===== src/rtl/font_loader.sv =====
// Byte-stream glyph loader for the VGA console font RAM: an index byte followed
// by 16 row bytes writes one glyph; a clear request zero-fills the whole memory.
module font_loader #(
    parameter  int GLYPH_BITS = 8,
    parameter  int ROW_BITS   = 4,
    localparam int ADDR_W     = GLYPH_BITS + ROW_BITS
) (
    input  logic              clk,
    input  logic              rst_n,
    input  logic              in_valid,
    input  logic [7:0]        in_data,
    output logic              in_ready,
    input  logic              clear,
    output logic              mem_we,
    output logic [ADDR_W-1:0] mem_addr,
    output logic [0:7]        mem_wdata,
    output logic              glyph_done,
    output logic              busy
);

    localparam logic [1:0] S_GLYPH = 2'd0;
    localparam logic [1:0] S_ROWS  = 2'd1;
    localparam logic [1:0] S_CLEAR = 2'd2;

    logic [1:0]            r_state;
    logic [GLYPH_BITS-1:0] r_glyph;
    logic [ROW_BITS-1:0]   r_row;
    logic [ADDR_W-1:0]     r_clr_cnt;
    logic                  r_mem_we;
    logic [ADDR_W-1:0]     r_mem_addr;
    logic [0:7]            r_mem_wdata;
    logic                  r_glyph_done;
    logic                  r_busy;

    logic [1:0]            w_state_nx;
    logic [GLYPH_BITS-1:0] w_glyph_nx;
    logic [ROW_BITS-1:0]   w_row_nx;
    logic [ADDR_W-1:0]     w_clr_cnt_nx;
    logic                  w_mem_we_nx;
    logic [ADDR_W-1:0]     w_mem_addr_nx;
    logic [0:7]            w_mem_wdata_nx;
    logic                  w_glyph_done_nx;
    logic                  w_busy_nx;
    logic                  w_hs;

    assign in_ready = (r_state != S_CLEAR) && !clear;
    assign w_hs     = in_valid && in_ready;

    // Next-state and next-output decode; clear outranks any pending byte.
    always_comb begin
        w_state_nx      = r_state;
        w_glyph_nx      = r_glyph;
        w_row_nx        = r_row;
        w_clr_cnt_nx    = r_clr_cnt;
        w_mem_we_nx     = 1'b0;
        w_mem_addr_nx   = r_mem_addr;
        w_mem_wdata_nx  = r_mem_wdata;
        w_glyph_done_nx = 1'b0;
        w_busy_nx       = r_busy;
        case (r_state)
            S_GLYPH, S_ROWS: begin
                if (clear) begin
                    // Address 0 is written on entry, so the counter starts at 1.
                    w_state_nx     = S_CLEAR;
                    w_mem_we_nx    = 1'b1;
                    w_mem_addr_nx  = {ADDR_W{1'b0}};
                    w_mem_wdata_nx = 8'h00;
                    w_clr_cnt_nx   = {{(ADDR_W-1){1'b0}}, 1'b1};
                    w_busy_nx      = 1'b1;
                end else if (w_hs && (r_state == S_GLYPH)) begin
                    w_glyph_nx = in_data[GLYPH_BITS-1:0];
                    w_row_nx   = {ROW_BITS{1'b0}};
                    w_state_nx = S_ROWS;
                end else if (w_hs) begin
                    w_mem_we_nx    = 1'b1;
                    w_mem_addr_nx  = {r_glyph, r_row};
                    w_mem_wdata_nx = in_data;
                    w_row_nx       = r_row + {{(ROW_BITS-1){1'b0}}, 1'b1};
                    if (r_row == {ROW_BITS{1'b1}}) begin
                        w_glyph_done_nx = 1'b1;
                        w_state_nx      = S_GLYPH;
                    end else begin
                        w_state_nx = S_ROWS;
                    end
                end else begin
                    w_state_nx = r_state;
                end
            end
            S_CLEAR: begin
                // The counter wraps to zero only after the all-ones address is written.
                if (r_clr_cnt == {ADDR_W{1'b0}}) begin
                    w_state_nx = S_GLYPH;
                    w_busy_nx  = 1'b0;
                end else begin
                    w_mem_we_nx    = 1'b1;
                    w_mem_addr_nx  = r_clr_cnt;
                    w_mem_wdata_nx = 8'h00;
                    w_clr_cnt_nx   = r_clr_cnt + {{(ADDR_W-1){1'b0}}, 1'b1};
                end
            end
            default: begin
                w_state_nx = S_GLYPH;
                w_busy_nx  = 1'b0;
            end
        endcase
    end

    // State and registered RAM-side outputs.
    always_ff @(posedge clk or negedge rst_n) begin
        if (!rst_n) begin
            r_state      <= S_GLYPH;
            r_glyph      <= {GLYPH_BITS{1'b0}};
            r_row        <= {ROW_BITS{1'b0}};
            r_clr_cnt    <= {ADDR_W{1'b0}};
            r_mem_we     <= 1'b0;
            r_mem_addr   <= {ADDR_W{1'b0}};
            r_mem_wdata  <= 8'h00;
            r_glyph_done <= 1'b0;
            r_busy       <= 1'b0;
        end else begin
            r_state      <= w_state_nx;
            r_glyph      <= w_glyph_nx;
            r_row        <= w_row_nx;
            r_clr_cnt    <= w_clr_cnt_nx;
            r_mem_we     <= w_mem_we_nx;
            r_mem_addr   <= w_mem_addr_nx;
            r_mem_wdata  <= w_mem_wdata_nx;
            r_glyph_done <= w_glyph_done_nx;
            r_busy       <= w_busy_nx;
        end
    end

    assign mem_we     = r_mem_we;
    assign mem_addr   = r_mem_addr;
    assign mem_wdata  = r_mem_wdata;
    assign glyph_done = r_glyph_done;
    assign busy       = r_busy;

endmodule

===== config.mk =====
export PLATFORM = sky130hd
export DESIGN_NAME = font_loader
export DESIGN_NICKNAME = d
export VERILOG_FILES = /design/src/rtl/font_loader.sv
export SDC_FILE = /design/constraint.sdc
export NUM_CORES = 1
export LEC_CHECK = 0
export ABC_AREA = 0
export CAP_MARGIN = 20
export CORE_MARGIN = 2
export CORE_UTILIZATION = 48
export DETAILED_ROUTE_END_ITERATION = 10
export GPL_TIMING_DRIVEN = 0
export PLACE_DENSITY_LB_ADDON = 0.3
export SYNTH_ARGS = -nofsm -noshare
export SYNTH_HDL_FRONTEND = slang
export SYNTH_SLANG_ARGS = --single-unit

===== constraint.sdc =====
create_clock -name clk -period 1.8 [get_ports clk]
set_input_delay 0.36 -clock clk [delete_from_list [all_inputs] [get_ports clk]]
set_output_delay 0.36 -clock clk [all_outputs]
set_load 0.03 [all_outputs]

==> results.py, run 1 <==
metrics = {
    "synth": {
        "ys_async_sr_fraction": 1.00,
        "syn_inst": 210,
        "seq_area_frac_synth": 0.522,
        "syn-cell-area_um2": 2350,
        "ys_types": 42,
        "ys_ff_latch": 49,
        "synth_warnings": 0,
        "syn_nets": 225,
        "synth_ff_type": "dfrtp_1",
        "syn_area_per_cell_um2": 11.2,
        "synth_edf_count": 0,
    },
    "power": {
        "seq_power_share": 0.344,
        "vdd_drop_max_mv": 0.982,
        "internal_power_mw": 2.95,
        "power.leakage_nw": 1.31,
        "p_sw_frac": 0.399,
        "power.switching_mw": 1.96,
        "clockPowerShare": 0.169,
        "power_frac_comb": 0.486,
        "power_density_nw_per_um2": 1610,
    },
    "critical_path": {
        "path_max_fanout": 9,
        "r2r-start": "r_state[0]",
        "arrival_ns": 1.41,
        "crit_buf_inv": 3,
        "r2r_cells": 8,
        "critPathLaunchType": "flip-flop",
        "path_delay_family": "buffers and inverters",
        "regToRegSetupSlack_ns": 0.06,
        "setup.worst_path.end": "in_ready",
        "critPathKind": "flip-flop to output port",
        "required_ns": 1.44,
        "worst_path_most_repeated_cell": "buf_6",
        "crit_chain": "buf_6 > nor2b_1 > buf_4 > nor2_4 > buf_6",
        "cp_num_cells": 5,
        "cp-end-kind": "output port",
        "critPathMaxStageDelay_ns": 0.38,
        "r2r_end": "mem_addr[8]",
        "cp-startpoint": "r_state[1]",
        "cpMaxStageDelayCell": "dfrtp_1",
    },
    "cts": {
        "clock_latency_ns": 0.31,
        "cts-htree-levels": 2,
        "cts-root-buf": "clkbuf_8",
        "clockBufferDepth": 2,
        "clkSlewWorstSetupHoldPaths_ns": 0.10,
        "cts_buffers": 5,
        "clock-sinks": 49,
        "cts_tree": "done",
    },
    "timing": {
        "fin_crit_sh": 0.982,
        "finalClockSkew_ns": 0.00771,
        "fmax_ghz": 0.566,
        "fin_crit_ns": 1.77,
        "tightest_slew_ns": 0.484,
        "slew_viol_final": 0,
        "hold_viol_final": 0,
        "relSlewSlack": 0.678,
        "rsz0062_at_grt": "yes",
        "tns_ns": 0,
        "setup_slack_ns": 0.0329,
        "setup_viol": 0,
    },
    "route": {
        "drt_pass1_iterations": 4,
        "drt_drc_violations_left": 0,
        "viasPerCell": 5.64,
        "first_iter_violations": 121,
        "totalWireLength_um": 5480,
        "ant_nets": 0,
        "route.detailed.wl_per_inst_um": 16.5,
        "vias": 1878,
    },
    "die": {
        "dieArea_um2": 5470,
        "core_area_um2": 4720,
        "io_pins": 36,
        "rows": 25,
        "fp.dieH_um": 73.9,
        "initial_utilization": 0.497,
        "die_w_um": 73.9,
    },
    "global_route": {
        "grt_pass1_wl_um": 8640,
        "grt_use_met2": 0.301,
        "grt_pass1_vias": 1727,
        "grt_use_met1": 0.314,
        "grt-ovfl-total": 0,
        "grtUsageMet3": 0.0434,
        "antenna_found_initial": 0,
        "grt_max_degree": 34,
        "grt.busiest_layer": "met1",
        "grt_use_total": 0.207,
    },
    "min_path": {
        "hp-class": "input port to flip-flop",
    },
    "layout": {
        "diodes": 0,
        "fin_nets": 280,
        "final_layout_size_suffix_gt1_frac": 0.274,
        "area_growth_syn_to_layout_pct": 30.4,
        "instances_no_fill": 333,
        "fillers": 368,
    },
    "status": {
        "status": "completed",
    },
    "placed_design": {
        "dpl.hpwl_um": 3650,
        "place_inst": 313,
        "dp_slack_ns": -0.503,
        "gp_routability_congestion": 0.880,
        "io_buffers": 35,
    },
    "job": {
        "max_cap_violations": 0,
    },
}
==> worst min path at each step <==
stage / from / to / slack [ns] / cells past startpoint
final: in_valid / r_state[0] / 0.43 / 3
after global routing: in_valid / r_state[0] / 0.47 / 3
after CTS: mem_wdata[3] / mem_wdata[3] / 0.52 / 1
after detailed placement: rst_n / r_state[1] / 0.32 / 1
after global placement: r_glyph[7] / r_glyph[7] / 0.49 / 1
after floorplan: rst_n / busy / 0.06 / 0
==> through the flow <==
step           power [mW]  utilization  cell area [um2]  hold WS [ns]
2_1_floorplan        3.09            -             2350        0.0644
3_3_place_gp         3.75        0.589             2780         0.487
3_5_place_dp         3.79        0.592             2800         0.320
4_1_cts              4.73        0.626             2960         0.516
5_1_grt              5.21        0.648             3060         0.471
6_report             4.92        0.648             3060         0.427
==> state kept, by name, summed over array words and instances (netlist names) <==
name / cells
busy: 1
mem_we: 1
r_clr_cnt: 12
mem_wdata: 8
r_row: 4
mem_addr: 12
r_glyph: 8
r_state: 2
glyph_done: 1
==> power by group through the flow <==
stage / clock, mW / sequential [mW] / combinational [mW]
finish: 0.833 / 1.69 / 2.39
global route: 0.884 / 1.73 / 2.59
CTS: 0.850 / 1.70 / 2.18
detailed placement: 0 / 1.72 / 2.07
global placement: 0 / 1.71 / 2.04
floorplan: 0 / 1.92 / 1.17
==> per-layer routing <==
layer	share of wire	vias up
met5	0	-
met3	0.055	6
li1	-	889
met2	0.46	65
met1	0.47	918
met4	0.016	0
==> layout by cell type (no fill, tap or decap), types with 2 or more instances in the layout <==
master and count:
nor4_1 2, dfrtp_1 47, clkbuf_8 6, nor2_4 2, mux2_2 13, inv_1 2, buf_6 2, a22o_1 4
dfrtp_2 2, nor2b_1 2, a22o_2 9, nand2b_1 3, nor2_1 8, nor4_4 2, mux2i_1 3, nand2_1 12
o211ai_1 2, o21ai_0 10, o31ai_1 2, a21oi_1 28, ha_1 2, buf_2 4, nand3_1 10, nor3_1 3
buf_4 13, inv_2 2, nor3b_1 9, clkdlybuf4s50_1 31
==> layout make-up <==
| type | instances | area (um2) | share of cell area |
|---|---|---|---|
| Inverter | 5 | 21.3 | 0.00695 |
| Buffer | 8 | 50.0 | 0.0164 |
| Clock inverter | 2 | 37.5 | 0.0123 |
| Multi-Input combinational cell | 147 | 1090 | 0.356 |
| Sequential cell | 49 | 1230 | 0.401 |
| Timing Repair Buffer | 49 | 468 | 0.153 |
| Tap cell | 67 | 83.8 | 0.0274 |
| Clock buffer | 6 | 82.6 | 0.0270 |
==> worst min-delay path, delay by kind of cell <==
family	cells	cell delay [ns]
buffers and inverters	1	0.18
AND/OR/NAND/NOR	2	0.16
==> cells in the mapped netlist (all sizes together) (2+ instances only) <==
cell type / n / area share
o21ai: 11 / 0.025
buf: 8 / 0.020
nand2b: 4 / 0.011
o211ai: 2 / 0.0064
nor2b: 2 / 0.0053
a21oi: 29 / 0.063
mux2i: 3 / 0.013
nor3b: 10 / 0.034
nor4: 4 / 0.023
nor3: 3 / 0.0064
ha: 3 / 0.016
dfrtp: 49 / 0.52
o31ai: 2 / 0.0064
inv: 5 / 0.0091
mux2: 14 / 0.069
nor2: 11 / 0.022
nand2: 13 / 0.024
nand3: 11 / 0.023
a22o: 13 / 0.053
clkbuf: 2 / 0.0032
==> kinds of logic (layout without fill, tap and decap cells) <==
kind of cell	count (synthesis)	after routing	share of synthesized area
and+or+nand+nor	62	63	0.168
adders and majority gates	3	3	0.0160
DFF	49	49	0.522
muxes	17	17	0.0816
buffers and inverters	15	70	0.0320
xor gates and xnor gates	1	1	0.00373
AOI/OAI and AO/OA	63	63	0.176
==> repair_timing <==
| item | CTS | global route |
|---|---|---|
| hold endpoints to repair | 16 | 0 |
| endpoints found under the setup margin | 35 | 37 |
| hold buffers | 1 | 0 |
| buffers inserted | 3 | 9 |
| resized for setup | 12 | 18 |
| pin swaps | 4 | 6 |
| cloned | 0 | 1 |
Note: power is estimated with default switching activity, not from simulation.
==> run 2, diff against run 1 <==
--- a/config.mk
+++ b/config.mk
@@ -7,7 +7,6 @@
 export LEC_CHECK = 0
 export ABC_AREA = 0
 export CAP_MARGIN = 20
-export CORE_MARGIN = 2
 export CORE_UTILIZATION = 48
 export DETAILED_ROUTE_END_ITERATION = 10
 export GPL_TIMING_DRIVEN = 0
==> run 2 against run 1 <==
  * Via count is 1.7% lower
  * Critical path depth is 1 higher
  * Hold slack worse by 0.033 ns
  * Die area is 5.3% lower
  * Register-to-register slack hardly changed
  * Clock skew is 0.0016 ns higher
  * Clock power is 20% lower
  * Combinational power is 2% higher
  * Non-clock buffer count is 1 higher
  * Critical path type is now flip-flop to flip-flop
  * Critical endpoint is now mem_addr[9]
  * Largest power group unchanged
  * Highest routed layer unchanged
==> results.py, run 2 (synthesis gave the netlist of run 1 again) <==
metrics = {
    "die": {
        "rows": 25,
        "initial_utilization": 0.497,
        "dieArea_um2": 5170,
        "fp.dieH_um": 71.9,
        "io_pins": 36,
        "core_area_um2": 4720,
        "die_w_um": 71.9,
    },
    "layout": {
        "utilization": 0.643,
        "design_area_um2": 3040,
        "final_common_cell": "dfrtp_1",
        "instances_no_fill": 333,
        "layout_common_cells": "dfrtp_1 (46), clkdlybuf4s50_1 (31), a21oi_1 (28)",
        "final_layout_size_suffix_gt1_frac": 0.282,
        "fin_nets": 280,
        "area_growth_syn_to_layout_pct": 29.5,
        "diodes": 0,
    },
    "power": {
        "clockPowerShare": 0.139,
        "seq_power_share": 0.353,
        "vdd_drop_max_mv": 0.792,
        "power_frac_comb": 0.508,
        "power_density_nw_per_um2": 1570,
        "internal_power_mw": 2.81,
        "power.switching_mw": 1.98,
        "power.leakage_nw": 1.29,
        "p_sw_frac": 0.413,
    },
    "placed_design": {
        "placed_area_um2": 2800,
        "dpl.hpwl_um": 3680,
        "io_buffers": 35,
        "place_inst": 313,
        "gp_routability_congestion": 0.871,
    },
    "timing": {
        "finalClockSkew_ns": 0.00927,
        "slew_viol_final": 0,
        "setup_viol": 0,
        "rsz0062_at_grt": "no",
        "tightest_slew_ns": 0.427,
        "fin_crit_sh": 0.968,
        "relSlewSlack": 0.715,
        "fmax_ghz": 0.574,
        "fin_crit_ns": 1.74,
        "hold_viol_final": 0,
        "holdWs_ns": 0.394,
    },
    "route": {
        "vias": 1846,
        "viasPerCell": 5.54,
        "route.detailed.wl_per_inst_um": 16.5,
        "ant_nets": 0,
        "drt_drc_violations_left": 0,
        "first_iter_violations": 137,
        "totalWireLength_um": 5500,
        "drt_pass1_iterations": 4,
    },
    "status": {
        "status": "completed",
    },
    "job": {
        "max_cap_violations": 0,
    },
    "min_path": {
        "hold_end": "r_state[0]",
        "hold_start": "in_valid",
        "hold_depth": 3,
        "hp-class": "input port to flip-flop",
    },
    "cts": {
        "clkSlewWorstSetupHoldPaths_ns": 0.09,
        "cts_buffers": 5,
        "cts-root-buf": "clkbuf_8",
        "cts_tree": "done",
        "clock-sinks": 49,
        "clockBufferDepth": 2,
        "cts-htree-levels": 2,
        "clock_latency_ns": 0.31,
    },
    "critical_path": {
        "cp-end-kind": "flip-flop",
        "critPathLaunchType": "flip-flop",
        "r2r_cells": 6,
        "critPathKind": "flip-flop to flip-flop",
        "r2r-start": "r_clr_cnt[2]",
        "r2r_end": "mem_addr[9]",
        "required_ns": 2.00,
        "regToRegSetupSlack_ns": 0.06,
        "path_max_fanout": 10,
        "arrival_ns": 1.95,
    },
    "global_route": {
        "grt_pass1_vias": 1828,
        "antenna_found_initial": 0,
        "grt-ovfl-total": 0,
        "grt_max_degree": 37,
        "grt_pass1_wl_um": 9090,
        "grt_use_total": 0.231,
    },
}
-- run 2: repair_timing --
item / CTS / global route
resized for setup: 15 / 16
buffers inserted: 6 / 7
cloned: 0 / 0
pin swaps: 4 / 8
setup endpoints to repair: 33 / 23
endpoints found under the hold margin: 13 / 0
hold buffers: 1 / 0
-- run 2: how the worst max path moves through the flow --
stage / endpoint / slack (ns) / from / depth (start not counted)
after floorplan: r_glyph[0] / 0.02 / r_state[1] / 5
after global placement: mem_wdata[3] / -1.04 / rst_n / 1
after detailed placement: mem_addr[9] / -0.52 / clear / 7
after CTS: in_ready / -0.04 / r_state[1] / 5
after global routing: mem_addr[9] / 0.006 / r_clr_cnt[2] / 6
final: mem_addr[9] / 0.06 / r_clr_cnt[2] / 6
-- run 2: area by class of cell --
class | instances | area (um2)
fillers | 391 | 1680
flip-flops and latches | 49 | 1230
multi-input cells | 146 | 1080
repair buffers | 50 | 475
well taps | 67 | 83.8
clock buffers | 5 | 68.8
plain buffers | 8 | 52.6
clock inverters | 3 | 22.5
inverters | 5 | 21.3
-- run 2: critical path: stages (launching register included) --
cell     delay, ns
dfrtp_2       0.48
nor4_4        0.40
nand4_4       0.16
nand2_4       0.12
inv_4         0.05
buf_6         0.13
mux2_4        0.29
-- run 2: power by group through the flow --
stage / sequential, mW / combinational (mW) / clock [mW]
2_1_floorplan: 1.92 / 1.17 / 0
3_3_place_gp: 1.71 / 2.03 / 0
3_5_place_dp: 1.71 / 2.08 / 0
4_1_cts: 1.68 / 2.27 / 0.673
5_1_grt: 1.73 / 2.61 / 0.713
6_report: 1.69 / 2.43 / 0.664
-- run 2: metrics by stage --
step | TNS, ns | total power, mW | setup WS [ns]
6_report | 0 | 4.79 | 0.0569
5_1_grt | 0 | 5.06 | 0.00574
3_5_place_dp | -12.92 | 3.79 | -0.522
4_1_cts | -0.0756 | 4.63 | -0.0429
2_1_floorplan | 0 | 3.09 | 0.0246
3_3_place_gp | -62.90 | 3.74 | -1.04
-- run 2: routing by layer --
metal | track usage | share of wire
met1 | 0.326 | 0.47
met2 | 0.361 | 0.47
met3 | 0.0472 | 0.045
met4 | 0.0763 | 0.015
met5 | 0 | 0
==> run 3, diff against run 2 <==
--- a/config.mk
+++ b/config.mk
@@ -11,6 +11,7 @@
 export DETAILED_ROUTE_END_ITERATION = 10
 export GPL_TIMING_DRIVEN = 0
 export PLACE_DENSITY_LB_ADDON = 0.3
+export SETUP_SLACK_MARGIN = 0.2
 export SYNTH_ARGS = -nofsm -noshare
 export SYNTH_HDL_FRONTEND = slang
 export SYNTH_SLANG_ARGS = --single-unit
==> run 3 against run 2 <==
  * Routed wire length grew 17%
  * Clock-buffer cell count up 3
  * Core utilization increased by 7.5 points
  * Clock skew grew 0.0017 ns
  * Largest cell class is now multi-input combinational cells
  * Largest power group unchanged
  * Highest routed layer unchanged
==> results.py, run 3 (synthesis gave the netlist of run 1 again) <==
metrics = {
    "status": {
        "status": "completed",
    },
    "die": {
        "fp.dieH_um": 71.9,
        "rows": 25,
        "die_w_um": 71.9,
        "dieArea_um2": 5170,
        "initial_utilization": 0.497,
        "core_area_um2": 4720,
        "io_pins": 36,
    },
    "layout": {
        "utilization": 0.719,
        "diodes": 0,
        "fillers": 326,
        "final_layout_size_suffix_gt1_frac": 0.404,
        "layout_common_cells": "dfrtp_1 (42), dlygate4sd2_1 (25), buf_4 (23)",
        "final_common_cell": "dfrtp_1",
        "instances_no_fill": 352,
        "fin_nets": 299,
        "area_growth_syn_to_layout_pct": 44.6,
    },
    "route": {
        "ant_nets": 0,
        "totalWireLength_um": 6460,
        "route.detailed.wl_per_inst_um": 18.3,
        "vias": 2038,
        "viasPerCell": 5.79,
        "drt_drc_violations_left": 0,
        "first_iter_violations": 114,
        "drt_pass1_iterations": 4,
    },
    "cts": {
        "clock_latency_ns": 0.31,
        "clkSlewWorstSetupHoldPaths_ns": 0.09,
        "cts-root-buf": "clkbuf_8",
        "cts-htree-levels": 2,
        "hold_buffers": 0,
        "clockBufferDepth": 2,
        "cts_buffers": 5,
        "clock-sinks": 49,
        "cts_tree": "done",
    },
    "power": {
        "vdd_drop_max_mv": 0.824,
        "power.switching_mw": 2.28,
        "power_density_nw_per_um2": 1620,
        "clockPowerShare": 0.116,
        "power.leakage_nw": 1.52,
        "internal_power_mw": 3.23,
        "p_sw_frac": 0.414,
        "power_frac_comb": 0.574,
        "seq_power_share": 0.309,
    },
    "placed_design": {
        "io_buffers": 35,
        "dpl.hpwl_um": 3810,
        "gp_routability_congestion": 0.888,
        "place_inst": 313,
    },
    "timing": {
        "fmax_ghz": 0.580,
        "tightest_slew_ns": 0.557,
        "hold_viol_final": 0,
        "rsz0062_at_grt": "yes",
        "setup_viol": 0,
        "finalClockSkew_ns": 0.0109,
        "slew_viol_final": 0,
        "relSlewSlack": 0.629,
        "fin_crit_sh": 0.958,
        "fin_crit_ns": 1.72,
    },
    "global_route": {
        "antenna_found_initial": 0,
        "grt_use_total": 0.247,
        "grt_pass1_wl_um": 9540,
        "grt_pass1_vias": 1938,
        "grt-ovfl-total": 0,
        "grt_max_degree": 27,
    },
    "critical_path": {
        "critPathLaunchType": "flip-flop",
        "arrival_ns": 1.92,
        "cp-end-kind": "flip-flop",
        "critPathMaxStageDelay_ns": 0.41,
        "cpMaxStageDelayCell": "dfrtp_1",
        "required_ns": 2.00,
        "crit_chain": "inv_2 > ha_4 > nor3b_4 > nand4_4 > nand2_8 > inv_6 > buf_8 > mux2_4",
        "path_max_fanout": 4,
        "critPathKind": "flip-flop to flip-flop",
    },
    "min_path": {
        "hp-class": "input port to asynchronous set/reset pin",
    },
    "job": {
        "max_cap_violations": 0,
    },
}
==> run 3: cell count changes in the layout (fill, tap and decap cells not counted), sizes merged, moves of 2 or more <==
| cell | before | now |
|---|---|---|
| buf | 21 | 41 |
| clkbuf | 8 | 10 |
| clkdlybuf4s50 | 31 | 8 |
| clkinvlp | 3 | 0 |
| dlygate4sd2 | 1 | 25 |
==> run 3: layer usage <==
metal / vias up / wire (um) / GRT usage / part of all wire
met4: 0 / 147 / 0.0980 / 0.023
li1: 922 / - / - / -
met3: 16 / 348 / 0.0458 / 0.054
met1: 1029 / 2740 / 0.350 / 0.42
met2: 71 / 3220 / 0.381 / 0.50
met5: - / 0 / 0 / 0
==> run 3: path summary, 6_finish.rpt <==
path	startpoint	end	slack, ns	cells after the start
max	r_clr_cnt[1]	mem_addr[9]	0.08	8
min	rst_n	r_clr_cnt[3]	0.02	1
max reg2reg	r_clr_cnt[1]	mem_addr[9]	0.08	8
min reg2reg	mem_wdata[3]	mem_wdata[3]	0.51	1
max in group asynchronous	rst_n	mem_wdata[0]	1.24	2
min in group clk	in_valid	r_state[0]	0.49	3
==> run 3: layout make-up <==
cell class              instances  area [um2]  share of cell area
multi-input cells             147        1250               0.369
flip-flops and latches         49        1230               0.364
inverters                       5        23.8             0.00700
clock buffers                   8        80.1              0.0236
plain buffers                  10         106              0.0313
well taps                      67        83.8              0.0247
repair buffers                 66         613               0.181
==> run 3: repair_timing <==
| item | 4_1_cts | 5_1_grt |
|---|---|---|
| buffers inserted | 18 | 11 |
| resized for setup | 75 | 25 |
| cloned | 0 | 2 |
| pin swaps | 10 | 15 |
| endpoints found under the setup margin | 69 | 43 |
==> run 3: critical path: cells and delay by family, from the launching register on <==
kind,cells,cell delay (ns)
AND/OR/NAND/NOR,3,0.54
flip-flops,1,0.41
multiplexers,1,0.28
buffers and inverters,3,0.24
adder cells (fa/ha/maj),1,0.13
==> run 3: through the flow <==
step	area, um2	worst slack, ns	setup TNS [ns]	power [mW]	hold slack (ns)
after global routing	3390	0.0393	0	5.77	0.0786
after detailed placement	2850	-0.560	-11.97	3.92	0.378
after global placement	2840	-1.04	-61.93	3.85	0.495
final	3390	0.0763	0	5.52	0.0247
after floorplan	2400	0.0855	0	3.20	0.0644
after CTS	3200	0.0836	0	5.12	0.0489
==> run 3: power by group through the flow <==
stage | logic [mW] | clock network [mW] | registers (mW)
5_1_grt | 3.34 | 0.687 | 1.74
4_1_cts | 2.78 | 0.640 | 1.69
6_report | 3.17 | 0.641 | 1.71
3_3_place_gp | 2.13 | 0 | 1.72
3_5_place_dp | 2.20 | 0 | 1.73
2_1_floorplan | 1.26 | 0 | 1.93
